[config.mk]
export PLATFORM = sky130hd
export DESIGN_NAME = spike_rate_decoder
export DESIGN_NICKNAME = d
export VERILOG_FILES = /design/src/rtl/spike_rate_decoder.sv
export SDC_FILE = /design/constraint.sdc
export NUM_CORES = 1
export LEC_CHECK = 0
export CORE_UTILIZATION = 34
export DETAILED_ROUTE_END_ITERATION = 7
export GPL_ROUTABILITY_DRIVEN = 0
export PLACE_DENSITY = 0.58
export RECOVER_POWER = 100
export SLEW_MARGIN = 25
export SYNTH_ARGS = -nofsm -noshare
export SYNTH_HDL_FRONTEND = slang
export SYNTH_SLANG_ARGS = --single-unit
[constraint.sdc]
create_clock -name clk_i -period 4.1 [get_ports clk_i]
set_input_delay 0.82 -clock clk_i [delete_from_list [all_inputs] [get_ports clk_i]]
set_output_delay 0.82 -clock clk_i [all_outputs]
set_load 0.05 [all_outputs]
[src/rtl/spike_rate_decoder.sv]
// Spike rate decoder: counts sampled spikes over a fixed window of counted cycles and
// latches the saturated count as a rate, with a valid strobe and a 7-segment hex digit.
module spike_rate_decoder #(
  parameter int unsigned WINDOW = 256,
  parameter int unsigned WIN_W  = 16
) (
  input  logic       clk_i,
  input  logic       rst_n_i,
  input  logic       spike_i,
  input  logic       en_i,
  input  logic       clr_i,
  output logic [7:0] rate_o,
  output logic       rate_valid_o,
  output logic [6:0] segments_o
);

  localparam logic [WIN_W-1:0] WIN_LAST = WIN_W'(WINDOW - 1);

  logic [WIN_W-1:0] win_cnt_q, win_cnt_d;
  logic [7:0]       spk_cnt_q, spk_cnt_d;
  logic [7:0]       rate_q, rate_d;
  logic             valid_q, valid_d;
  logic [6:0]       seg_q, seg_d;

  logic [8:0]       spk_sum;
  logic [7:0]       spk_sat;
  logic [3:0]       digit;

  function automatic logic [6:0] hex7(input logic [3:0] d);
    logic [6:0] s;
    case (d)
      4'h0: s = 7'h3F;
      4'h1: s = 7'h06;
      4'h2: s = 7'h5B;
      4'h3: s = 7'h4F;
      4'h4: s = 7'h66;
      4'h5: s = 7'h6D;
      4'h6: s = 7'h7D;
      4'h7: s = 7'h07;
      4'h8: s = 7'h7F;
      4'h9: s = 7'h6F;
      4'hA: s = 7'h77;
      4'hB: s = 7'h7C;
      4'hC: s = 7'h39;
      4'hD: s = 7'h5E;
      4'hE: s = 7'h79;
      default: s = 7'h71;
    endcase
    return s;
  endfunction

  // Saturating count including this cycle's spike; on the last cycle this is the closing count.
  assign spk_sum = {1'b0, spk_cnt_q} + {8'b0, spike_i};
  assign spk_sat = spk_sum[8] ? 8'hFF : spk_sum[7:0];
  assign digit   = (spk_sat > 8'd15) ? 4'hF : spk_sat[3:0];

  always_comb begin
    win_cnt_d = win_cnt_q;
    spk_cnt_d = spk_cnt_q;
    rate_d    = rate_q;
    seg_d     = seg_q;
    valid_d   = 1'b0;
    if (clr_i) begin
      win_cnt_d = '0;
      spk_cnt_d = '0;
    end else if (en_i) begin
      if (win_cnt_q == WIN_LAST) begin
        win_cnt_d = '0;
        spk_cnt_d = '0;
        rate_d    = spk_sat;
        seg_d     = hex7(digit);
        valid_d   = 1'b1;
      end else begin
        win_cnt_d = win_cnt_q + WIN_W'(1);
        spk_cnt_d = spk_sat;
      end
    end
  end

  always_ff @(posedge clk_i or negedge rst_n_i) begin
    if (!rst_n_i) begin
      win_cnt_q <= '0;
      spk_cnt_q <= '0;
      rate_q    <= '0;
      valid_q   <= 1'b0;
      seg_q     <= 7'h3F;
    end else begin
      win_cnt_q <= win_cnt_d;
      spk_cnt_q <= spk_cnt_d;
      rate_q    <= rate_d;
      valid_q   <= valid_d;
      seg_q     <= seg_d;
    end
  end

  assign rate_o       = rate_q;
  assign rate_valid_o = valid_q;
  assign segments_o   = seg_q;

endmodule

# == Yosys cells after proc, flatten, opt, wreduce, memory -nomap -nowiden ==
# Memory sizes are Yosys's and may differ from the RTL's. A register that Yosys moved wholly into a read port is not among the register bits.
# Index checks and enable logic that the tools add are counted.
# totals
ff_bits,33
latch_bits,0
ramBits,0
rom_bits,112
inputBits,5
memories,1
# memory_table
memory,depth,width,read_ports,rd_ports_with_merged_regs,write_ports,line,source
(no name shown),16,7,1,1,0,31,case (d)
# op_classes
addsub,2
mul,0
n_div,0
n_lt_le_gt_ge,1
eq_ne,1
shifts,0
n_mux,11
n_bitwise,1
n_reduce_logical,3
# ops
operator,n
$mux W16,3
$mux W8,4
$add A16 B1 Y16 const B,1
$eq A16 B8 Y1 const B,1
$add A8 B1 Y9,1
$gt A8 B4 Y1 const B,1
$mux W4,1
$mux W1,3
$reduce_and A3 Y1,1
$reduce_bool A2 Y1,1
$logic_not A1 Y1,1
$not A1 Y1,1

# == Longest topological paths before layout ==
# logic_depth
ltp_word,5
ltp_mapped,14
ltp_nobuf,12

# == Least setup slack after synthesis ==
# OpenSTA, ideal clock, no wires.
# synth_timing
kind,input to register
from,input spike_i
to,"register seg_q[0], in the netlist segments_o[0]"
setup_time_ns,0.083
arrival_time_ns,3.402
required_ns,4.017
slack_ns,0.615
path_stages,14
path_buffers,2
path_cell_list,ha_1 ha_1 clkbuf_1 and2_1 clkbuf_1 nor3_1 o211ai_1 or2_2 inv_1 ha_1 o21a_1 nor3_1 and3b_1 o32a_1
# synth_via
elab_chain_len,4
# synth_lines
item,line,source
from (decl),9,"input logic spike_i,"
$add A8 B1 Y9 (*),53,"assign spk_sum = {1'b0, spk_cnt_q} + {8'b0, spike_i};"
$mux W8 (*),54,assign spk_sat = spk_sum[8] ? 8'hFF : spk_sum[7:0];
$gt A8 B4 Y1,55,assign digit = (spk_sat > 8'd15) ? 4'hF : spk_sat[3:0];
$mux W4 (*),55,
to (decl),23,"logic [6:0] seg_q, seg_d;"
# Every way passes the cells marked *; elsewhere a longest branch is shown, timed or not.
# A chain may end at the register's enable or synchronous reset.

# == Worst setup path after layout ==
# Same ends and word-level chain as after synthesis.

==> metrics <==
main combinational cell family by area after synthesis compound AO/OA/AOI/OAI gates; largest driver fanout on the critical path 8; worst rel slew slack -42.18%; filler cell count ~650; violations in the final reports capacitance limit, slew limit; ratio of routed vias to standard cells roughly 5.5; worst IR drop on VDD around 0.00018 V; largest net degree at the start of global routing between 40 and 50; Synth Instances 266; required arrival time at the worst endpoint around 4.3 ns; biggest area contributors in the synthesized netlist dfrtp_1, o21ai_0, dfstp_2; switching fraction of total power approximately a quarter; Synth Area in XOR/XNOR between 2 and 3%; final worst-path setup slack 0.3847 ns; Post-CTS Setup Repair Bufs 0; slowest cell delay on critical path about 0.46 ns; final worst clock skew around 0.009 ns; ratio of final minimum period to clock period 90.62%; Synth Net Count about 280; most instantiated flip-flop cell in the synthesis netlist dfrtp_1; total negative slack 0 ns; share of async-settable or async-resettable flops after synthesis between 90% and 100%; Max Clk Rate 269.2 MHz; Slew @ Worst Pin 2.133 ns; DRC errors left 0; clock-pin slew reported for the worst setup and hold paths after clock tree synthesis roughly 0.09 ns; Post-Synth Adder-Cell Area under 10%; post-detailed-route count of antenna-violating nets 0; clock network latency to the later pin of the worst-skew pair 0.30 ns; proportion of layout cells with a drive suffix above 1 around 8%; Die Height 85.25 um; sequential share of the synthesized area 42.80%; placeable core area roughly 6500 um^2; quantity of hold-fixing buffers added after cts 0; mean area per synthesized cell 8.857 um^2; cells resized by post-CTS repair 0; number of buffers inserted during clock tree synthesis 5; hpwl dp approximately 3800 um; combinational group share of total power around 7.9%; unique cell type count in the Yosys netlist 50; Critical Path Start Type input pin; final critical delay including setup and external delays between 3 and 4 ns; number of top-level pins 21; count of yosys warnings during synthesis 0; net switching power between 0.15 and 0.2 mW; fraction of the mapped netlist area in simple logic gates 22.15%; startpoint-to-endpoint class of the critical path in2reg; I/O Buffers 20; overflow left after global routing 0; Post-Syn Area around 2400 um^2; nets@finish roughly 300; library cell occupying the most area in the post-synthesis netlist dfrtp_1; H-tree depth reported by CTS 2; number of register bits inferred by synthesis 40; final number of setup-violating endpoints 0; cell-by-cell trace of the critical path clkdlybuf4s50_1, ha_1, ha_1, and2_0, a31o_1, o211ai_1, or2_2, inv_1, ha_1, o21a_1, nor3_1, and3b_1, o32a_1; max-slew violation total from the final report between 40 and 50; power density normalized to cell area a little under 300 nW/um^2; final hold violation count 0; Global Route Usage Sum about 16%; category of the worst setup path capture point flop; synthesis-to-layout area growth 14.76%; sequential power share between 50% and 60%; post-place setup slack 0.2283 ns; DRC marker count from the first detailed-route iteration 150; Synth Area in Compound Gates 23.42%; max-capacitance violation count 1; DIE WIDTH about 85 um; Arrival @ worst endpoint approximately 4 ns; diode count 0; share of power burned in the clock network a little over two fifths; classification of the worst-slack hold path reg2reg; detailed-routing iteration count for the pre-antenna-repair pass 4; CTS Buffer Depth 2; Routed WL 5341 um; Leakage 1.155 nW; EDFF count, synth 0; fraction of synthesized area in multiplexers 0%; Clock Sinks 40; master of the slowest instance on the critical path clkdlybuf4s50_1; wire length of the first global-routing pass just over 9000 um; proportion of netlist area held by the largest area contributor between 30% and 40%; via count 1982; most instantiated cells after synthesis o21ai_0, dfrtp_1, nand2_1; CTS tree yes; most repeated library cell on the critical path ha_1; outcome finished, violations left; routed length per instance approximately 15 um; # rows 29; unrepaired setup endpoints after global routing false; Die Outline Area 7267 um^2; Root Driver clkbuf_8; number of global-route vias before repair between 1500 and 2000; initial antenna violation count 0; cell internal power dissipation ~0.60 mW; Initial Utilization around 36%; library cell with the highest instance count after synthesis o21ai_0
registers in the layout (all words and copies together) (netlist names):
register,count
win_cnt_q,16
rate_o,8
spk_cnt_q,8
segments_o,7
rate_valid_o,1
cell families (layout without fill, tap and decap cells):
family,Yosys count,after routing
AO/OA/AOI/OAI,84,84
flip-flops,40,40
adder cells (fa/ha/maj),10,10
AND/OR/NAND/NOR,105,105
buffers and inverters,20,38
XOR/XNOR,7,7
cells in the final DEF, fill, tap and decap left out, types with 3 or more instances in the layout:
master / instances
a21oi_1: 12
a22o_1: 3
a31oi_1: 7
and2_1: 3
buf_4: 3
clkbuf_8: 5
dfrtp_1: 34
dfstp_2: 6
dlygate4sd3_1: 17
ha_1: 10
inv_1: 6
nand2_1: 32
nand3_1: 10
nand4_1: 8
nor2_1: 23
nor3_1: 7
nor3b_1: 3
o211ai_1: 3
o21ai_0: 35
o31ai_1: 3
or2_2: 4
or3_1: 3
xnor2_1: 3
xor2_1: 4
worst max-delay path, delay by kind of cell:
| family | cells | cell delay [ns] |
|---|---|---|
| buffers and inverters | 2 | 0.60 |
| adder cells (fa/ha/maj) | 3 | 0.62 |
| AO/OA/AOI/OAI | 4 | 0.93 |
| AND/OR/NAND/NOR | 4 | 0.97 |
metrics by stage:
| step | cell area (um^2) | hold WS [ns] | instances | total power, mW | util [%] |
|---|---|---|---|---|---|
| 2_1_floorplan | 2356 | 0.4538 | 266 | 0.4470 | - |
| 3_3_place_gp | 2613 | 0.4562 | 353 | 0.4712 | 40.00 |
| 3_5_place_dp | 2613 | 0.4679 | 353 | 0.4720 | 40.00 |
| 4_1_cts | 2729 | 0.4832 | 361 | 0.8154 | 41.78 |
| 5_1_grt | 2704 | 0.4932 | 361 | 0.8409 | 41.40 |
| 6_report | 2704 | 0.4729 | 361 | 0.8000 | 41.40 |
power groups by stage:
| stage | Combinational (mW) | Clock [mW] | Sequential, mW |
|---|---|---|---|
| 2_1_floorplan | 0.0402 | 0 | 0.407 |
| 3_5_place_dp | 0.0647 | 0 | 0.407 |
| 4_1_cts | 0.0651 | 0.351 | 0.400 |
| 5_1_grt | 0.0719 | 0.369 | 0.400 |
| 3_3_place_gp | 0.0640 | 0 | 0.407 |
| 6_report | 0.0635 | 0.337 | 0.400 |
path summary, 6_finish.rpt:
path                                          start                   endpoint  slack (ns)  depth (start not counted)
min                           rate_o[7]$_DFFE_PN0P_      rate_o[7]$_DFFE_PN0P_        0.47                          2
max in group asynchronous                   rst_n_i   win_cnt_q[9]$_DFFE_PN0P_        1.75                          1
max                                         spike_i  segments_o[0]$_DFFE_PN1P_        0.38                         13
max reg2reg                spk_cnt_q[0]$_DFFE_PN0P_  segments_o[0]$_DFFE_PN1P_        0.96                         13
min reg2reg                   rate_o[7]$_DFFE_PN0P_      rate_o[7]$_DFFE_PN0P_        0.47                          2
min in group asynchronous                   rst_n_i  segments_o[6]$_DFFE_PN0P_        1.14                          1
cell type report:
cell class | count | area, um^2 | area share, %
Multi-Input combinational cell | 206 | 1240 | 45.86
Sequential cell | 40 | 1008 | 37.30
Tap cell | 77 | 96.34 | 3.563
Clock inverter | 3 | 47.55 | 1.758
Inverter | 6 | 22.52 | 0.8329
Timing Repair Buffer | 24 | 220.2 | 8.144
Clock buffer | 5 | 68.82 | 2.545
routing by layer:
| metal | global-route usage (%) | up-vias | part of all wire (%) |
|---|---|---|---|
| met3 | 3.794 | 2 | 3.0 |
| met5 | 0 | - | 0 |
| met4 | 3.698 | 0 | 0.51 |
| met2 | 25.73 | 28 | 47 |
| met1 | 21.57 | 941 | 49 |
| li1 | - | 1011 | - |
(Power assumes the default switching activity.)
==> patch, RTL diff (same settings) <==
Compare `win_cnt_q` against `WIN_LAST` with >= in place of ==.
--- a/src/rtl/spike_rate_decoder.sv
+++ b/src/rtl/spike_rate_decoder.sv
@@ -64,7 +64,7 @@
       win_cnt_d = '0;
       spk_cnt_d = '0;
     end else if (en_i) begin
-      if (win_cnt_q == WIN_LAST) begin
+      if (win_cnt_q >= WIN_LAST) begin
         win_cnt_d = '0;
         spk_cnt_d = '0;
         rate_d    = spk_sat;
Check against the original RTL: same outputs for any inputs over 10 cycles, from zero or initial values and one cycle with rst_n_i low; that may be too few to reach the edited logic, so the function may still have changed.
==> patch against the unedited design <==
- the run still ends with max-capacitance violations, max-slew violations left
- total power fell by 9.9%
- cell area fell by 7.1%
- setup slack got worse by 0.035 ns
- critical path depth fell by 1
- sequential cell count did not move
- global-route usage fell by 0.27 points
- count of clock-buffer cells in the layout rose by 2
- synthesized area fell by 5.8%
- non-clock buffer count fell by 3
- routed wire length fell by 12%
- synthesized cell count fell by 12%
- first-iteration DRC count fell by 33%
- via count fell by 10%
==> patch: results <==
group,metric,value,unit
timing,finalMaxSlewViolations,73,
run_status,violations,"max-capacitance violations, max-slew violations",
route,dr.pass1.iters,5,
timing,finClkSkew,0.00542,ns
worst_setup_path,reg2reg_depth,6,
finish,multi_input_area,1090,um2
min_path,hold_path_end,"segments_o[2]$_DFFE_PN1P_",
logic_synthesis,synth_compound_area_share,17.5,%
worst_setup_path,path_delay_family,"compound AO/OA/AOI/OAI gates",
global_routing,grt_pass1_vias,1629,
logic_synthesis,synth_xor_area_share,1.97,%
worst_setup_path,cp.arrival,3.97,ns
route,vias,1774,
logic_synthesis,ys_top_cells_by_area,"dfrtp_1, dfstp_2, ha_1, o21ai_0, nand2_1",
timing,fin_ws,0.350,ns
place,pre_cts_ws,0.239,ns
global_routing,grt_use_total,15.6,%
pwr,internal_power,0.000541,W
logic_synthesis,synth_fa_ha_area_share,5.64,%
worst_setup_path,crit_slowest_cell,"dlygate4sd3_1",
run,maxCapViolCount,2,
run_status,run_status,"finished, violations left",
logic_synthesis,syn_inst,233,
place,dpl.hpwl,3.32,mm
finish,nNonClkInverters,9,
pwr,swShare,25.0,%
global_routing,grt_pass1_wl,7.94,mm
global_routing,grtUsageMet1,20.8,%
worst_setup_path,reg2reg_slack,1.02,ns
patch: cell types whose count changed in the layout (fill, tap and decap cells not counted), sizes merged, moves of 4 or more:
cell   delta
nand4     -4
nor2      -9
and3      +4
or3       +7
and2      +7
o21ai    -10
a31oi     -6
nand3     -4
or2       -4
nand2     -4
patch: stage by stage:
step,hold slack [ns],util [%],cell area (um2)
after floorplan,0.454,-,2220
after detailed placement,0.457,39.0,2460
after global placement,0.453,38.9,2460
after global routing,0.478,39.8,2510
after CTS,0.468,40.3,2540
final,0.462,39.8,2510
patch: routing by layer:
| layer | share of wire (%) | vias up |
|---|---|---|
| li1 | - | 864 |
| met1 | 46 | 862 |
| met2 | 47 | 42 |
| met3 | 5.3 | 6 |
| met4 | 1.5 | 0 |
| met5 | 0 | - |
patch: tightest hold or removal path, cell delays in order, from the launching register on:
cell and delay, ns:
dfstp_2 0.37, nand2_1 0.04, o21ai_1 0.05
